==> config.mk <==
export PLATFORM = sky130hd
export DESIGN_NAME = oled_pixel_feeder
export DESIGN_NICKNAME = d
export VERILOG_FILES = /design/src/rtl/oled_pixel_feeder.sv
export SDC_FILE = /design/constraint.sdc
export NUM_CORES = 1
export LEC_CHECK = 0
export ABC_AREA = 1
export ABC_CLOCK_PERIOD_IN_PS = 7050
export BUFFER_PORTS_ARGS = -buffer_cell sky130_fd_sc_hd__buf_2
export CORE_ASPECT_RATIO = 1.4
export CORE_UTILIZATION = 50
export CTS_CLUSTER_SIZE = 14
export DETAILED_ROUTE_END_ITERATION = 6
export PLACE_DENSITY = 0.72
export SYNTH_ARGS = -nofsm -noshare
export SYNTH_HDL_FRONTEND = slang
export SYNTH_SLANG_ARGS = --single-unit
==> constraint.sdc <==
create_clock -name clk_i -period 7.05 [get_ports clk_i]
set_input_delay 1.0575 -clock clk_i [delete_from_list [all_inputs] [get_ports clk_i]]
set_output_delay 1.0575 -clock clk_i [all_outputs]
set_load 0.005 [all_outputs]
==> src/rtl/oled_pixel_feeder.sv <==
// rtl/oled_pixel_feeder.sv - RGB565 pixel FIFO serialised as hi/lo bytes toward the OLED controller
module oled_pixel_feeder #(
    parameter int DEPTH        = 16,
    parameter int ADDR_W       = 4,
    parameter int FRAME_PIXELS = 6144,
    parameter int CNT_W        = 13
) (
    input  logic              clk_i,
    input  logic              rst_i,
    input  logic              wr_en_i,
    input  logic [15:0]       wr_data_i,
    output logic              full_o,
    output logic [ADDR_W:0]   level_o,
    input  logic              frame_start_i,
    input  logic              spi_done_i,
    output logic [7:0]        pixel_o,
    output logic              pixel_valid_o,
    output logic              frame_done_o,
    output logic              overflow_o,
    output logic              underrun_o,
    output logic              busy_o
);

    typedef enum logic [2:0] {
        S_IDLE,
        S_FETCH,
        S_HI,
        S_GAP1,
        S_LO,
        S_GAP2,
        S_DONE
    } state_t;

    localparam logic [ADDR_W:0]  FULL_LEVEL = (ADDR_W + 1)'(DEPTH);
    localparam logic [CNT_W-1:0] LAST_PIX   = CNT_W'(FRAME_PIXELS - 1);

    state_t            state;
    logic [15:0]       mem [DEPTH];
    logic [ADDR_W-1:0] wr_ptr;
    logic [ADDR_W-1:0] rd_ptr;
    logic [ADDR_W:0]   level;
    logic [15:0]       hold;
    logic [CNT_W-1:0]  pix_cnt;
    logic              push;
    logic              pop;
    logic              empty;

    // Full is judged on the registered level, so a pop in the same cycle never rescues a write
    assign full_o  = (level == FULL_LEVEL);
    assign empty   = (level == '0);
    assign level_o = level;
    assign push    = wr_en_i && !full_o;
    assign pop     = (state == S_FETCH) && !empty;
    assign busy_o  = (state != S_IDLE);

    // Word storage; contents need no reset since only words below the level are ever read
    always_ff @(posedge clk_i) begin
        if (push) begin
            mem[wr_ptr] <= wr_data_i;
        end
    end

    // FIFO pointers wrap naturally at DEPTH; level tracks push/pop imbalance
    always_ff @(posedge clk_i) begin
        if (rst_i) begin
            wr_ptr <= '0;
            rd_ptr <= '0;
            level  <= '0;
        end else begin
            if (push) begin
                wr_ptr <= wr_ptr + ADDR_W'(1);
            end
            if (pop) begin
                rd_ptr <= rd_ptr + ADDR_W'(1);
            end
            case ({push, pop})
                2'b10:   level <= level + (ADDR_W + 1)'(1);
                2'b01:   level <= level - (ADDR_W + 1)'(1);
                default: level <= level;
            endcase
        end
    end

    // Byte serialiser: every output is registered and changes on the edge entering its state
    always_ff @(posedge clk_i) begin
        if (rst_i) begin
            state         <= S_IDLE;
            hold          <= '0;
            pix_cnt       <= '0;
            pixel_o       <= '0;
            pixel_valid_o <= 1'b0;
            frame_done_o  <= 1'b0;
            overflow_o    <= 1'b0;
            underrun_o    <= 1'b0;
        end else begin
            frame_done_o <= 1'b0;
            case (state)
                S_IDLE: begin
                    if (frame_start_i) begin
                        pix_cnt    <= '0;
                        underrun_o <= 1'b0;
                        overflow_o <= 1'b0;
                        state      <= S_FETCH;
                    end
                end
                S_FETCH: begin
                    if (!empty) begin
                        hold          <= mem[rd_ptr];
                        pixel_o       <= mem[rd_ptr][15:8];
                        pixel_valid_o <= 1'b1;
                        state         <= S_HI;
                    end else if (pix_cnt != '0) begin
                        underrun_o <= 1'b1;
                    end
                end
                S_HI: begin
                    if (spi_done_i) begin
                        pixel_valid_o <= 1'b0;
                        state         <= S_GAP1;
                    end
                end
                S_GAP1: begin
                    pixel_o       <= hold[7:0];
                    pixel_valid_o <= 1'b1;
                    state         <= S_LO;
                end
                S_LO: begin
                    if (spi_done_i) begin
                        pixel_valid_o <= 1'b0;
                        if (pix_cnt == LAST_PIX) begin
                            frame_done_o <= 1'b1;
                            state        <= S_DONE;
                        end else begin
                            pix_cnt <= pix_cnt + CNT_W'(1);
                            state   <= S_GAP2;
                        end
                    end
                end
                S_GAP2: begin
                    state <= S_FETCH;
                end
                S_DONE: begin
                    state <= S_IDLE;
                end
                default: begin
                    state <= S_IDLE;
                end
            endcase
            // A dropped write is flagged even in the cycle a frame start clears the flag
            if (wr_en_i && full_o) begin
                overflow_o <= 1'b1;
            end
        end
    end

endmodule

Word level (Yosys, flattened, before mapping). Memory sizes are Yosys's and may differ from the RTL's. A register that Yosys moved wholly into a read port is not among the register bits. Cells that the tools add are included.

Equal/unequal tests: 17. Add/sub/neg operators: 5. Reductions and logical operators: 25. Bitwise logic cells: 3. Mux-type cells: 27.

Operator list (number): 2-to-1 mux 13 bit (3); case mux 13 bit (2 select lines) (1); case mux 3 bit (6 select lines) (1); case mux 8 bit (2 select lines) (1); adder 13 x 1 -> 13 bit, second input constant (1); == test 13 bit, second input constant (1); nonzero test 13 bit (1); 2-to-1 mux 3 bit (4); != test 2 bit, second input constant (6); AND reduction 4 bit (3); nonzero test 2 bit (6); 2-to-1 mux 1 bit (10); case mux 5 bit (2 select lines) (1); adder 4 x 1 -> 4 bit, second input constant (2); 2-to-1 mux 4 bit (2); 2-to-1 mux 8 bit (1); == test 3 x 2 -> 1 bit, second input constant (2); == test 3 bit, second input constant (2); AND reduction 2 bit (3); nonzero test 3 bit (2); adder 5 x 1 -> 5 bit, second input constant (1); == test 5 bit, second input constant (1); zero test 5 bit (1); subtractor 5 x 1 -> 5 bit, second input constant (1); other kinds (14) (20).

Input port bits: 21. Memories kept: 1. Bits in writable memories: 256. Output and inout port bits: 19. Word-level logic and storage cells: 89. Register bits after elaboration: 49.

Memories: mem (words 16, width 16, read ports 1, clocked after Yosys merged registers in 1, write ports 1, line 38) `logic [15:0] mem [DEPTH];`.

Depth between registers and ports, before layout. Gate-level depths: netlist of the first run.

Word-level depth: 5. Depth in mapped cells: 16. Mapped depth without buffers: 15.

Worst setup path after synthesis of the first run. OpenSTA, ideal clock, no wires.

Path kind: input -> register. Start point: in wr_en_i. End point: mem mem[11][0], enable pin. Path slack: 4502 ps. Library setup time: 388 ps. Arrival time: 2159 ps. Required time: 6662 ps. Buffers on the path: 0. Cell stages on the path: 4. Path through: nand2_1 > inv_1 > nand2_1 > nor2_1.

Longest elaborated chain between the ends: 3.

Ends and longest elaborated chain: start, declared (line 10) `input logic wr_en_i,`; logical AND 1 bit (line 52) `assign push = wr_en_i && !full_o;`; 2-to-1 mux 1 bit (line 58) `if (push) begin`; 2-to-1 mux 1 bit (implied by the code) (line 59) `mem[wr_ptr] <= wr_data_i;`; end, declared (line 38).

Every way passes these cells.

==> flow_summary.json, run 1 <==
{
  "status": "completed",
  "timing.setup.tns_ps": 0,
  "synth-seq-cells": 309,
  "worst_setup_path_start_kind": "flip-flop",
  "drv_cap": 0,
  "rsz0062_at_grt": "false",
  "vias": 9470,
  "path_common_cell": "nand3_1",
  "period_share": 0.462,
  "switchingPower_mw": 1.72,
  "setup_viol": 0,
  "ant_nets": 0,
  "synthTopCellsByArea": "edfxtp_1 58%, nand2_1 8.7%, dfxtp_1 8.0%",
  "ios": 40,
  "gp_congestion": 0.916,
  "hold_buffers": 0,
  "p_leak_nw": 5.83,
  "syn_nets": 1387,
  "wire_per_inst_microns": 20.4,
  "grt_usage": 0.259,
  "final_cells": 1716,
  "vdd_drop_max_mv": 0.213,
  "dieArea_sq_um": 27400,
  "seq_area_frac_synth": 0.656,
  "cts_tree": "built",
  "worst_pin_slew_ps": 1200,
  "swShare": 0.332,
  "fin_area_sq_um": 14800,
  "numCtsBuffers": 30,
  "crit_path_end_kind": "flip-flop",
  "worstPathArrival_ps": 3710,
  "synth_cells": 1355,
  "slew_headroom": 0.197,
  "clock-sinks": 309,
  "h-tree-depth": 1,
  "clock-skew-final_ps": 20.4,
  "die_h_microns": 195,
  "dp_hpwl_mm": 21.7,
  "timing.hold.ws_ps": 461,
  "drc": 0,
  "clk_pin_slew_worst_paths_ps": 70,
  "drt_first_iter_violations": 1115,
  "combPwrFrac": 0.257,
  "seq_power_share": 0.424,
  "dr.pass1.iters": 6,
  "rows": 70,
  "yosys_warnings": 0,
  "power.density_nw_per_um2": 350,
  "die_w_microns": 140,
  "min_period_ps": 3260,
  "port_buffers": 39,
  "drt_wl_total_mm": 35.0,
  "drive_gt1_frac": 0.0891,
  "worstPathCellList": "clkinv_2 > buf_4 > o21ai_0 > nand3_1 > nand3_1 > nand3_1 > nand2_1 > inv_1",
  "grt_pass1_wl_mm": 52.5,
  "post-synth-top-area-cell": "edfxtp_1",
  "p_int_mw": 3.45,
  "hold_violations": 0,
  "hold_path_class": "flip-flop to flip-flop",
  "syn_area_sq_um": 13300,
  "clock_latency_ps": 560,
  "start_util": 0.510,
  "critical_path.max_stage_delay_ps": 960,
  "grt_pass1_vias": 9091,
  "place_area_sq_um": 13700,
  "worstPathRequired_ps": 7510,
  "dp.cells": 1660,
  "via_per_inst": 5.52,
  "worstPathMaxFanout": 78,
  "critical_path_class": "flip-flop to flip-flop",
  "cts.path.max_buffers": 3,
  "area_delta_synth_final_pct": 10.7,
  "grt_max_degree": 88,
  "netlist.area_leader.share": 0.576,
  "postCtsSetupRepairBufs": 0,
  "overflow": 0,
  "p_clk_frac": 0.320,
  "cts-root-buf": "clkbuf_16",
  "cts-resized-gates": 0,
  "nets": 1400,
  "synth_cell_types": 29,
  "cp_slowest_cell": "clkinv_2",
  "insertedDiodeCount": 0,
  "antenna_found_initial": 0,
  "maxSlewViolCount": 0,
  "max_freq_mhz": 307,
  "core_area_sq_um": 26200,
  "synth_area_per_cell_sq_um": 9.85
}
state kept, by name, summed over array words and instances, names as in the netlist, named ones only:
register / flops
hold: 8
state: 3
overflow_o: 1
wr_ptr: 4
mem: 256
pixel_valid_o: 1
level_o: 5
pixel_o: 8
pix_cnt: 13
rd_ptr: 4
underrun_o: 1
frame_done_o: 1
cell families (layout without fill, tap and decap cells):
logic type,Yosys count,after routing,synth area share
AOI/OAI and AO/OA,122,122,0.0491
xor gates and xnor gates,13,13,0.00853
adders and majority gates,11,11,0.0103
buffers and inverters,222,259,0.0659
DFF,309,309,0.656
and+or+nand+nor,678,678,0.211
synthesized netlist by cell type, drive strengths merged:
cell / instances
o211ai: 8
nor3: 3
xor2: 10
clkinv: 1
ha: 11
xnor2: 3
inv: 159
nor2: 203
nand3: 152
o21ai: 77
edfxtp: 256
o21bai: 1
buf: 32
a21oi: 36
nand4: 11
dfxtp: 53
nand2: 309
clkbuf: 30
area by class of cell:
| type | instances | area (sq um) |
|---|---|---|
| flip-flops and latches | 309 | 8750 |
| multi-input cells | 824 | 3760 |
| clock buffers | 44 | 892 |
| fillers | 2174 | 11400 |
| well taps | 324 | 405 |
| clock inverters | 12 | 134 |
| inverters | 160 | 602 |
| repair buffers | 43 | 225 |
per-stage QoR:
| step | total power, mW | utilization | setup WS, ps |
|---|---|---|---|
| global route | 5.39 | 0.564 | 3610 |
| detailed placement | 3.52 | 0.525 | 3940 |
| finish | 5.17 | 0.564 | 3790 |
| floorplan | 3.13 | - | 4500 |
| global placement | 3.52 | 0.525 | 3880 |
| CTS | 5.15 | 0.564 | 3930 |
placed cells by master, fill, tap and decap left out, drive strengths merged:
master,Yosys,routed
nand2,309,309
edfxtp,256,256
nor2,203,203
inv,159,159
nand3,152,152
o21ai,77,77
dfxtp,53,53
clkbuf,30,44
buf,32,43
a21oi,36,36
ha,11,11
nand4,11,11
xor2,10,10
o211ai,8,8
clkinv,1,8
xnor2,3,3
bufinv,0,3
nor3,3,3
clkinvlp,0,2
o21bai,1,1
layer usage:
metal	GRT usage	part of all wire
met2	0.440	0.49
met4	0.175	0.071
met5	0	0
met3	0.0287	0.067
met1	0.312	0.37
final timing paths:
check	startpoint	endpoint	slack, ps	cells past startpoint
setup / recovery	flip-flop	hold[4]$_SDFFE_PP0P_	3790	8
hold / removal	overflow_o$_SDFFE_PP0P_	overflow_o$_SDFFE_PP0P_	460	2
setup reg to reg	flip-flop	hold[4]$_SDFFE_PP0P_	3790	8
hold reg to reg	overflow_o$_SDFFE_PP0P_	overflow_o$_SDFFE_PP0P_	460	2
critical path: cells and delay by family, from the launching register on:
family          cells  cell delay, ps
buf+inv             3            1640
flops               1             640
simple gates        4             400
compound gates      1             450
power groups by stage:
stage / Combinational, mW / Clock, mW / Sequential (mW)
4_1_cts: 1.31 / 1.66 / 2.19
3_5_place_dp: 1.30 / 0 / 2.23
2_1_floorplan: 0.955 / 0 / 2.17
3_3_place_gp: 1.29 / 0 / 2.22
5_1_grt: 1.47 / 1.72 / 2.20
6_report: 1.33 / 1.65 / 2.19
(Power assumes the default switching activity.)
==> inputs of run 2 (changes only) <==
--- a/config.mk
+++ b/config.mk
@@ -6,13 +6,13 @@
 export NUM_CORES = 1
 export LEC_CHECK = 0
 export ABC_AREA = 1
-export ABC_CLOCK_PERIOD_IN_PS = 7050
+export ABC_CLOCK_PERIOD_IN_PS = 2650
 export BUFFER_PORTS_ARGS = -buffer_cell sky130_fd_sc_hd__buf_2
 export CORE_ASPECT_RATIO = 1.4
 export CORE_UTILIZATION = 50
 export CTS_CLUSTER_SIZE = 14
 export DETAILED_ROUTE_END_ITERATION = 6
-export PLACE_DENSITY = 0.72
+export PLACE_DENSITY = 0.75
 export SYNTH_ARGS = -nofsm -noshare
 export SYNTH_HDL_FRONTEND = slang
 export SYNTH_SLANG_ARGS = --single-unit
==> constraint.sdc (replaced) <==
create_clock -name clk_i -period 2.65 [get_ports clk_i]
set_input_delay 0.3975 -clock clk_i [delete_from_list [all_inputs] [get_ports clk_i]]
set_output_delay 0.3975 -clock clk_i [all_outputs]
set_load 0.005 [all_outputs]
==> run 2 against run 1 <==
  * Critical path depth increased by 6
  * Setup slack got worse by 3400 ps
  * Die area unchanged
  * Clock skew decreased by 8.4 ps
  * Final cell count increased by 1.3%
  * Clock power increased by 150%
  * Total power increased to 2.6 times the previous value
  * First-iteration DRC count decreased by 22%
  * Clock-buffer cell count decreased by 4
  * Core utilization increased by 0.63 points
==> flow_summary.json, run 2 (synthesized netlist as in run 1, its figures left out) <==
{
  "vias": 9449,
  "die_w_microns": 140,
  "met2WireLength_mm": 15.9,
  "worstPathMaxFanout": 28,
  "fin_area_sq_um": 14900,
  "antenna_found_initial": 1,
  "worstPathArrival_ps": 2710,
  "slew_headroom": 0.553,
  "place_area_sq_um": 14000,
  "largest_reg_flops": 256,
  "clock-skew-final_ps": 12.0,
  "overflow": 0,
  "grt_max_degree": 129,
  "path_buf_inv": 3,
  "maxSlewViolCount": 0,
  "rows": 70,
  "critPathTopFamily": "simple AND/OR/NAND/NOR gates",
  "p_leak_nw": 5.96,
  "postCtsSetupRepairBufs": 0,
  "wl_met3_mm": 1.93,
  "clock_latency_ps": 560,
  "period_share": 0.838,
  "drive_gt1_frac": 0.104,
  "crit_path_end_kind": "flip-flop",
  "setup_viol": 0,
  "power_mw": 13.5,
  "clock-sinks": 309,
  "dr.pass1.iters": 5,
  "hold_buffers": 0,
  "ios": 40,
  "largest-register": "mem",
  "vdd_drop_max_mv": 0.510,
  "ant_nets": 0,
  "h-tree-depth": 1,
  "max_freq_mhz": 450,
  "drv_cap": 0,
  "fin_util": 0.570,
  "numCtsBuffers": 28,
  "critical_path.max_stage_delay_ps": 380,
  "core_area_sq_um": 26200,
  "final_common_cell": "nand2_1",
  "area_delta_synth_final_pct": 11.9,
  "status": "completed",
  "hold_path_class": "input port to flip-flop",
  "top_layer_used": "met4",
  "cts-resized-gates": 0,
  "port_buffers": 39,
  "rsz0062_at_grt": "false",
  "timing.setup.tns_ps": 0,
  "worstPathRequired_ps": 3140,
  "drt_wl_total_mm": 31.1,
  "cts-root-buf": "clkbuf_16",
  "wl_met1_mm": 11.7,
  "cts.path.max_buffers": 3,
  "via_per_inst": 5.43,
  "grt_pass1_vias": 9179,
  "drt_first_iter_violations": 872,
  "path_common_cell": "nand2_1",
  "worstPathCellList": "inv_1 > nor3_2 > nand2_1 > inv_2 > buf_4 > ha_1 > nand2_1 > nand2_1 > nand3_1 > nand2_1 > nand2_1 > nand2_1 > nand2_1 > a21oi_1",
  "worst_pin_slew_ps": 670,
  "drc": 0,
  "die_h_microns": 195,
  "top_regs": "mem: 256 flops, pix_cnt: 13 flops",
  "worst_setup_path_start_kind": "flip-flop",
  "clk_pin_slew_worst_paths_ps": 60,
  "cts_tree": "built",
  "start_util": 0.510,
  "layout_common_cells": "308 x nand2_1, 256 x edfxtp_1, 185 x nor2_1, 153 x inv_1, 152 x nand3_1",
  "nets": 1427,
  "critical_path_class": "flip-flop to flip-flop",
  "grt_usage": 0.233,
  "gp_congestion": 0.856,
  "dieArea_sq_um": 27400,
  "dp_hpwl_mm": 19.1,
  "min_period_ps": 2220,
  "hold_violations": 0,
  "grt_pass1_wl_mm": 48.7,
  "power.density_nw_per_um2": 902,
  "cp_slowest_cell": "dfxtp_1",
  "wire_per_inst_microns": 17.9
}
-- run 2: final timing paths --
kind | startpoint | end | slack, ps | cells past startpoint
max reg2reg | state[0]$_SDFFE_PP0P_ | level_o[4]$_SDFFE_PP0P_ | 430 | 14
max | state[0]$_SDFFE_PP0P_ | level_o[4]$_SDFFE_PP0P_ | 430 | 14
min | wr_en_i | overflow_o$_SDFFE_PP0P_ | 110 | 3
min reg2reg | overflow_o$_SDFFE_PP0P_ | overflow_o$_SDFFE_PP0P_ | 470 | 2
-- run 2: layout make-up --
| class | count | area [sq um] |
|---|---|---|
| sequential | 309 | 8750 |
| inverter | 160 | 602 |
| multi-input combinational | 824 | 3760 |
| tap | 324 | 405 |
| fill | 2101 | 11300 |
| antenna | 1 | 2.50 |
| clock buffer | 40 | 801 |
| timing repair buffer | 72 | 493 |
| clock inverter | 9 | 120 |
-- run 2: stage by stage --
| step | cells | worst slack [ps] | hold WS, ps |
|---|---|---|---|
| floorplan | 1355 | 437 | 435 |
| global placement | 1689 | 456 | 445 |
| detailed placement | 1689 | 442 | 461 |
| CTS | 1738 | 421 | 95.6 |
| global route | 1739 | 137 | 134 |
| finish | 1739 | 429 | 105 |
-- run 2: power breakdown --
group	leakage [nW]	internal (mW)	switching, mW	total, mW
Combinational	2.75	1.14	2.49	3.64
Sequential	2.75	5.54	0.193	5.73
Clock	0.458	2.38	1.72	4.10
Total	5.96	9.07	4.40	13.5
-- run 2: tightest hold or removal path, stage by stage --
cell and delay (ps):
buf_2 110, nand2_1 60, a21oi_1 50
-- run 2: metal layers --
layer  track usage  up-vias
met3        0.0351       89
met4         0.133        0
met5             0        -
met1         0.271     4461
met2         0.409      362
li1              -     4537
